--- src/rtl/sysid_check_arbiter.sv ---
// Power-up integrity check of the system-ID slave (ID + timestamp, with retries), then host read arbitration onto it.
// Optional periodic re-check is enabled with `define SYSID_PERIODIC_CHECK_EN.
module sysid_check_arbiter #(
  parameter logic [31:0] EXP_ID    = 32'h0000_0000,
  parameter logic [31:0] EXP_TS    = 32'h0000_0000,
  parameter int          RD_LAT    = 1,
  parameter int          MAX_RETRY = 3,
  parameter int          PERIOD    = 1024
) (
  input  logic        clock,
  input  logic        reset,
  input  logic        host_read,
  input  logic        host_address,
  output logic        host_waitrequest,
  output logic [31:0] host_readdata,
  output logic        host_readdatavalid,
  output logic        sid_address,
  input  logic [31:0] sid_readdata,
  output logic        check_done,
  output logic        id_ok,
  output logic        ts_ok,
  output logic        check_fail,
  output logic [2:0]  retry_cnt
);

  localparam int DATA_W = 32;

  if (RD_LAT < 1 || RD_LAT > 4) begin : g_bad_rd_lat
    $error("sysid_check_arbiter: RD_LAT=%0d outside 1..4", RD_LAT);
  end
  if (MAX_RETRY < 0 || MAX_RETRY > 7) begin : g_bad_max_retry
    $error("sysid_check_arbiter: MAX_RETRY=%0d outside 0..7", MAX_RETRY);
  end

  localparam logic [2:0] LAT_LAST  = 3'(RD_LAT - 1);
  localparam logic [2:0] RETRY_MAX = 3'(MAX_RETRY);

  typedef enum logic [2:0] {
    S_CHK_ID,
    S_CHK_TS,
    S_CMP,
    S_PASS,
    S_FAIL,
    S_HOST_RD
  } state_t;

  state_t r_state;
  state_t w_next;

  logic [2:0]        r_wcnt;
  logic              r_sid_addr;
  logic              r_waitreq;
  logic              r_done;
  logic              r_id_ok;
  logic              r_ts_ok;
  logic              r_fail;
  logic [2:0]        r_retry;
  logic              r_ret_fail;
  logic [DATA_W-1:0] r_id_p1;
  logic [DATA_W-1:0] r_ts_p1;
  logic [DATA_W-1:0] r_rdata_p1;
  logic              r_rvld_p1;

  logic w_wlast;
  logic w_waiting;
  logic w_id_match;
  logic w_ts_match;
  logic w_accept;
  logic w_restart;
  logic w_expire;
  logic w_recheck;

  function automatic logic [2:0] sat_inc3(input logic [2:0] v);
    return (v == 3'd7) ? v : v + 3'd1;
  endfunction

  assign w_wlast    = (r_wcnt == LAT_LAST);
  assign w_waiting  = (r_state == S_CHK_ID) || (r_state == S_CHK_TS) || (r_state == S_HOST_RD);
  assign w_id_match = (r_id_p1 == EXP_ID);
  assign w_ts_match = (r_ts_p1 == EXP_TS);
  assign w_restart  = (w_next == S_CHK_ID) &&
                      ((r_state == S_PASS) || (r_state == S_FAIL) || (r_state == S_HOST_RD));

`ifdef SYSID_PERIODIC_CHECK_EN
  localparam int PER_W = (PERIOD > 1) ? $clog2(PERIOD) : 1;
  localparam logic [PER_W-1:0] PER_LAST = PER_W'(PERIOD - 1);

  if (PERIOD < 16) begin : g_bad_period
    $error("sysid_check_arbiter: PERIOD=%0d below 16", PERIOD);
  end

  logic [PER_W-1:0] r_per_cnt;
  logic             r_recheck;

  assign w_expire  = (r_per_cnt == PER_LAST);
  assign w_recheck = r_recheck;

  // Re-check timer: restarts on every entry to a resolved state; an expiry
  // that coincides with an accepted host read is deferred to HOST_RD exit.
  always_ff @(posedge clock) begin
    if (reset) begin
      r_per_cnt <= '0;
      r_recheck <= 1'b0;
    end else begin
      if ((r_state == S_PASS) || (r_state == S_FAIL)) begin
        r_per_cnt <= r_per_cnt + PER_W'(1);
        if (w_accept) r_recheck <= w_expire;
      end else begin
        r_per_cnt <= '0;
      end
      if (r_state == S_HOST_RD && w_wlast) r_recheck <= 1'b0;
    end
  end
`else
  assign w_expire  = 1'b0;
  assign w_recheck = 1'b0;
`endif

  always_comb begin
    w_next   = r_state;
    w_accept = 1'b0;
    case (r_state)
      S_CHK_ID:  if (w_wlast) w_next = S_CHK_TS;
      S_CHK_TS:  if (w_wlast) w_next = S_CMP;
      S_CMP: begin
        if (w_id_match && w_ts_match) w_next = S_PASS;
        else if (r_retry < RETRY_MAX) w_next = S_CHK_ID;
        else                          w_next = S_FAIL;
      end
      S_PASS, S_FAIL: begin
        if (host_read) begin
          w_accept = 1'b1;
          w_next   = S_HOST_RD;
        end else if (w_expire) begin
          w_next = S_CHK_ID;
        end
      end
      S_HOST_RD: begin
        if (w_wlast) begin
          if (w_recheck)       w_next = S_CHK_ID;
          else if (r_ret_fail) w_next = S_FAIL;
          else                 w_next = S_PASS;
        end
      end
      default:   w_next = S_CHK_ID;
    endcase
  end

  always_ff @(posedge clock) begin
    if (reset) begin
      r_state    <= S_CHK_ID;
      r_wcnt     <= '0;
      r_sid_addr <= 1'b0;
      r_waitreq  <= 1'b1;
      r_done     <= 1'b0;
      r_id_ok    <= 1'b0;
      r_ts_ok    <= 1'b0;
      r_fail     <= 1'b0;
      r_retry    <= '0;
      r_ret_fail <= 1'b0;
      r_rvld_p1  <= 1'b0;
      r_rdata_p1 <= '0;
    end else begin
      r_state   <= w_next;
      r_waitreq <= !((w_next == S_PASS) || (w_next == S_FAIL));
      r_rvld_p1 <= 1'b0;

      if (w_next != r_state) r_wcnt <= '0;
      else if (w_waiting)    r_wcnt <= r_wcnt + 3'd1;

      if (w_next == S_CHK_ID)      r_sid_addr <= 1'b0;
      else if (w_next == S_CHK_TS) r_sid_addr <= 1'b1;
      else if (w_accept)           r_sid_addr <= host_address;

      if (w_restart) begin
        r_done  <= 1'b0;
        r_retry <= '0;
      end

      if (r_state == S_CMP) begin
        r_id_ok <= w_id_match;
        r_ts_ok <= w_ts_match;
        if (w_next == S_CHK_ID) begin
          r_retry <= sat_inc3(r_retry);
        end else begin
          r_done     <= 1'b1;
          r_ret_fail <= (w_next == S_FAIL);
          if (w_next == S_FAIL) r_fail <= 1'b1;
        end
      end

      // Host read stage: slave word registered onto the host bus with its strobe.
      if (r_state == S_HOST_RD && w_wlast) begin
        r_rvld_p1  <= 1'b1;
        r_rdata_p1 <= sid_readdata;
      end
    end
  end

  // Check capture stage: data registers carry no reset, they are always written before CMP.
  always_ff @(posedge clock) begin
    if (r_state == S_CHK_ID && w_wlast) r_id_p1 <= sid_readdata;
    if (r_state == S_CHK_TS && w_wlast) r_ts_p1 <= sid_readdata;
  end

  assign host_waitrequest   = r_waitreq;
  assign host_readdata      = r_rdata_p1;
  assign host_readdatavalid = r_rvld_p1;
  assign sid_address        = r_sid_addr;
  assign check_done         = r_done;
  assign id_ok              = r_id_ok;
  assign ts_ok              = r_ts_ok;
  assign check_fail         = r_fail;
  assign retry_cnt          = r_retry;

endmodule

--- config.mk ---
export PLATFORM = sky130hd
export DESIGN_NAME = sysid_check_arbiter
export DESIGN_NICKNAME = d
export VERILOG_FILES = /design/src/rtl/sysid_check_arbiter.sv
export SDC_FILE = /design/constraint.sdc
export NUM_CORES = 1
export LEC_CHECK = 0
export BUFFER_PORTS_ARGS = -buffer_cell sky130_fd_sc_hd__buf_2
export CAP_MARGIN = 40
export CELL_PAD_IN_SITES_DETAIL_PLACEMENT = 0
export CELL_PAD_IN_SITES_GLOBAL_PLACEMENT = 1
export CORE_MARGIN = 4
export CORE_UTILIZATION = 39
export DETAILED_ROUTE_END_ITERATION = 6
export GPL_ROUTABILITY_DRIVEN = 1
export GPL_TIMING_DRIVEN = 0
export PLACE_DENSITY_LB_ADDON = 0.3
export RECOVER_POWER = 50
export SETUP_SLACK_MARGIN = 0.5
export SLEW_MARGIN = 20
export SYNTH_ARGS = -nofsm -noshare
export SYNTH_HDL_FRONTEND = slang
export SYNTH_SLANG_ARGS = --single-unit
--- constraint.sdc ---
create_clock -name clock -period 3.35 [get_ports clock]
set_input_delay 0.1675 -clock clock [delete_from_list [all_inputs] [get_ports clock]]
set_output_delay 0.1675 -clock clock [all_outputs]
set_load 0.01 [all_outputs]
Word-level counts from Yosys, hierarchy flattened
Index checks and enable logic that the tools add are counted.
W data, S select, Z words.

word-level totals
  logic and storage cells = 71
  register bits after elaboration = 113

cells by class
  bitwise logic cells = 1
  mux-type cells = 20
  $lt $le $gt $ge = 1
  $add $sub $neg = 2
  reduce and logical (&&, ||, !) cells = 22
  eq/ne operators = 11

operator list
  operator               number
  $logic_not A32 Y1      2
  $mux W3                11
  $pmux W3 S5            1
  $eq A3 B3 Y1 const B   4
  $eq A3 B2 Y1 const B   3
  $logic_not A3 Y1       3
  $mux W1                8
  $add A3 B1 Y3 const B  2
  $eq A3 B1 Y1 const B   2
  $reduce_or A2 Y1       3
  $logic_and A1 B1 Y1    5
  $logic_or A1 B1 Y1     5
  $lt A3 B2 Y1 const B   1
  $ne A3 B3 Y1           1
  $ne A3 B3 Y1 const B   1
  $reduce_and A3 Y1      1
  $reduce_and A2 Y1      1
  $reduce_bool A2 Y1     1
  $logic_not A1 Y1       1
  $not A1 Y1             1

Longest topological paths before layout
  depth after elaboration = 9
  depth in mapped cells = 8

Worst setup path before layout
OpenSTA, ideal clock, no wires.

  path kind = register -> register
  start point = register r_wcnt[0]
  end point = register r_ts_p1[0], enable pin
  arrival time = 3156 ps
  library setup time = 461 ps
  stages on the path, launching flop included = 6
  slack = -268 ps
  path through = dfxtp_1 inv_1 ha_1 nor2b_1 nand2b_1 nor3_1

on the way
  word-level cells in the longest chain between the ends = 2

ends and longest elaborated chain
  item                      RTL line  text
  start: declaration        50        logic [2:0] r_wcnt;
  start signal: assignment  169       else if (w_waiting) r_wcnt <= r_wcnt + 3'd1;
  $logic_not A3 Y1          77        assign w_wlast = (r_wcnt == LAT_LAST);
  $logic_and A1 B1 Y1       203       if (r_state == S_CHK_TS && w_wlast) r_ts_p1 <= sid_readdata;
  end signal: assignment    203
  end: declaration          60        logic [DATA_W-1:0] r_ts_p1;

Every way passes these cells.
A chain may end at the register's enable or synchronous reset.

Worst setup path after layout
  start point = register r_wcnt[0]
  end point = register r_ts_p1[21], enable pin

The elaborated chain is that of the path after synthesis.

==> run_results.csv <==
group,metric,value,unit
cells_and_area,mostFrequentLayoutCells,"clkbuf_1, nand2_1, edfxtp_1, dfxtp_1, a21oi_1",
cells_and_area,final_core_util,0.538,
critical_path,critPathLaunch,"r_wcnt[0]",
clock_network,clkTransAtPathRegs,50,ps
sta,slew_headroom,0.537,
global_routing,grt_first_pass_wirelength,14300,microns
clock_network,clock_path_buffers,2,
clock_network,clock_latency,500,ps
synth,synthMuxAreaShare,0.0135,
hold_path,hp-class,"in2reg",
drt,first_pass_iters,5,
cells_and_area,fill_cells,928,
sta,finalCriticalPeriod,2470,ps
drt,routed.top_layer,"met4",
cells_and_area,diodes,0,
synth,syn_nets,376,
synth,synth_top_family_by_area,"simple AND/OR/NAND/NOR gates",
cells_and_area,nNetsFinal,511,
critical_path,worstPathCellList,"inv_1 > ha_1 > nor2b_1 > nand2b_1 > nor3_2 > buf_4 > buf_4",
cells_and_area,multi_input_area,1100,sq um
sta,finClkSkew,8.56,ps
sta,final-max-slew-violation-count,0,
critical_path,cpLargestDelayFamily,"simple AND/OR/NAND/NOR gates",
critical_path,start_kind,"flip-flop",
critical_path,slowest_delay,560,ps
cells_and_area,fin_cells,620,
die,die_h,110,microns
critical_path,required,3550,ps
drt,routed_wl,8880,microns
die,dieArea,12200,sq um
sta,max_freq,405,MHz
die,die_w,110,microns
drt,met2_length,4400,microns
drt,drc,0,
sta,rsz0062_at_grt,"false",
placement,gp_congestion,0.807,
sta,final.setup.worst_slack,880,ps
die,row_count,37,
critical_path,cp-endpoint,"r_ts_p1[21]",
placement,dp_cells,555,
synth,yosysTopAreaCell,"edfxtp_1",
global_routing,grt_pass1_vias,2869,
drt,viasPerCell,4.82,
cells_and_area,final-seq-area,2900,sq um
power_and_ir_drop,p_per_area,668,nW/um^2
sta,post-route-period-util,0.737,
critical_path,cp.arrival,2670,ps
critical_path,crit_cells,7,
drt,wl_met1,3980,microns
drt,wl_met3,431,microns
synth,ys_warn_count,0,
critical_path,path_class,"reg2reg",
die,start_util,0.398,
critical_path,endpoint_kind,"flip-flop",
synth,synth_xor_area_frac,0.00430,
critical_path,rrSetupSlack,880,ps
synth,synthCells,336,
synth,synth_area,4080,sq um
sta,setup_tns,0,ps
clock_network,cts_htree_levels,4,
critical_path,r2r_cells,7,
clock_network,numCtsBuffers,17,
power_and_ir_drop,p_leak,0.00190,uW
die,ios,78,
placement,hpwl,6210,microns
critical_path,rr_endpoint,"r_ts_p1[21]",
synth,synth-compound-area-share,0.0884,
drt,drt_iter0_drc,110,
drt,final_antenna_net_count,0,
synth,netlist.area_leader.share,0.471,
cells_and_area,drive_gt1_frac,0.0930,
clock_network,cts_tree,"built",
drt,vias,2986,
placement,place_ws,874,ps
clock_network,clock_sinks,113,
sta,worst_slew_pin_slew,690,ps
cells_and_area,final_cell_area,5500,sq um
cells_and_area,area_growth,34.9,%
synth,synth_seq_cells,113,
cells_and_area,layout_commonest_cell,"clkbuf_1",
global_routing,antenna_found_initial,0,
synth,avgSynthCellArea,12.1,sq um
synth,yosysSeqAreaShare,0.712,
synth,yosys.area_share.adder,0.0123,
critical_path,cpMostUsedCell,"buf_4",
clock_network,cts_root_buf,"clkbuf_8",
synth,synthSimpleGateAreaFrac,0.148,
critical_path,crit_buf_inv,3,
status,status,"finished clean",
critical_path,reg2reg_from,"r_wcnt[0]",
power_and_ir_drop,irDropWorstVdd,275,uV
critical_path,cp_max_fo,10,
sta,hold_violations,0,
synth,yosys-top-cells-area,"edfxtp_1, dfxtp_1, nand2_1",
flow_run,cap_violations,0,
sta,setup_viol,0,
global_routing,gr-total-overflow,0,
synth,synth_cell_types,38,
placement,placed_area,4690,sq um
global_routing,grt_max_degree,17,
global_routing,grt_usage,0.158,
drt,wl_per_cell,14.3,microns
placement,io_buffers,77,
die,coreArea,10200,sq um
critical_path,slowest_stage,"nor3_2",
state kept, by name, summed over array words and instances (netlist names):
register / count
r_ret_fail: 1
ts_ok: 1
id_ok: 1
host_readdatavalid: 1
host_readdata: 32
retry_cnt: 3
r_ts_p1: 32
r_wcnt: 3
check_fail: 1
sid_address: 1
r_id_p1: 32
host_waitrequest: 1
check_done: 1
r_state: 3
what timing repair did:
action	4_1_cts	5_1_grt
setup buffers	0	0
gates resized for setup	0	0
hold buffers	33	0
hold endpoints to repair	97	0
worst min-delay path by stage:
stage	from	end	slack (ps)	cells after the start
floorplan	sid_readdata[0]	r_id_p1[0]	270	0
global placement	sid_readdata[13]	r_id_p1[13]	370	1
detailed placement	sid_readdata[7]	r_id_p1[7]	370	1
CTS	host_read	r_state[2]	60	3
global route	host_read	host_waitrequest	90	3
finish	host_read	r_state[2]	70	3
cell families (layout without fill, tap and decap cells):
family          count (synthesis)  after routing
simple gates                  126            126
flops                         113            113
compound gates                 64             64
buf+inv                        22            170
mux                             5              5
fa+ha+maj                       4              4
xor+xnor                        2              2
metal layers:
metal | track usage | up-vias
li1 | - | 1484
met1 | 0.206 | 1427
met2 | 0.253 | 68
met3 | 0.0495 | 7
met4 | 0.0501 | 0
met5 | 0 | -
Yosys cell counts, drive strengths merged:
cell      n
a21o      1
nand2    73
nor2     14
and3      1
mux2i     4
nand2b    2
a211oi    2
dfxtp    49
nor4b     1
nor3b     2
o21ai     5
ha        4
o22ai     4
buf       3
nand4     4
xor2      1
xnor2     1
a21oi    45
a31o      1
o221ai    1
a211o     1
clkbuf   12
a22o      1
a2bb2oi   1
nand3     1
mux2      1
o22a      1
nor2b     6
inv       7
o311a     1
nor4     17
nor3      3
edfxtp   64
or3       1
nand3b    1
power by group:
| group | switching [uW] | internal [uW] |
|---|---|---|
| logic | 171 | 107 |
| clock network | 597 | 1130 |
| registers | 44.0 | 1630 |
per-stage QoR:
step,total power (uW),hold slack (ps)
after floorplan,1830,266
after global placement,1930,371
after detailed placement,1950,374
after CTS,3710,59.1
after global routing,3810,94.9
final,3670,71.5
final cells by class:
cell class / count / area share
plain buffers: 15 / 0.0109
clock buffers: 21 / 0.0780
clock inverters: 11 / 0.0253
inverters: 7 / 0.00478
multi-input cells: 201 / 0.199
flip-flops and latches: 113 / 0.528
well taps: 136 / 0.0309
repair buffers: 116 / 0.123
worst reg2reg max path: cells and delay by family (launching register included):
family | cells | cell delay (ps)
AND/OR/NAND/NOR | 3 | 1130
adder cells (fa/ha/maj) | 1 | 160
buffers and inverters | 3 | 550
flip-flops | 1 | 330
(Power assumes the default switching activity.)
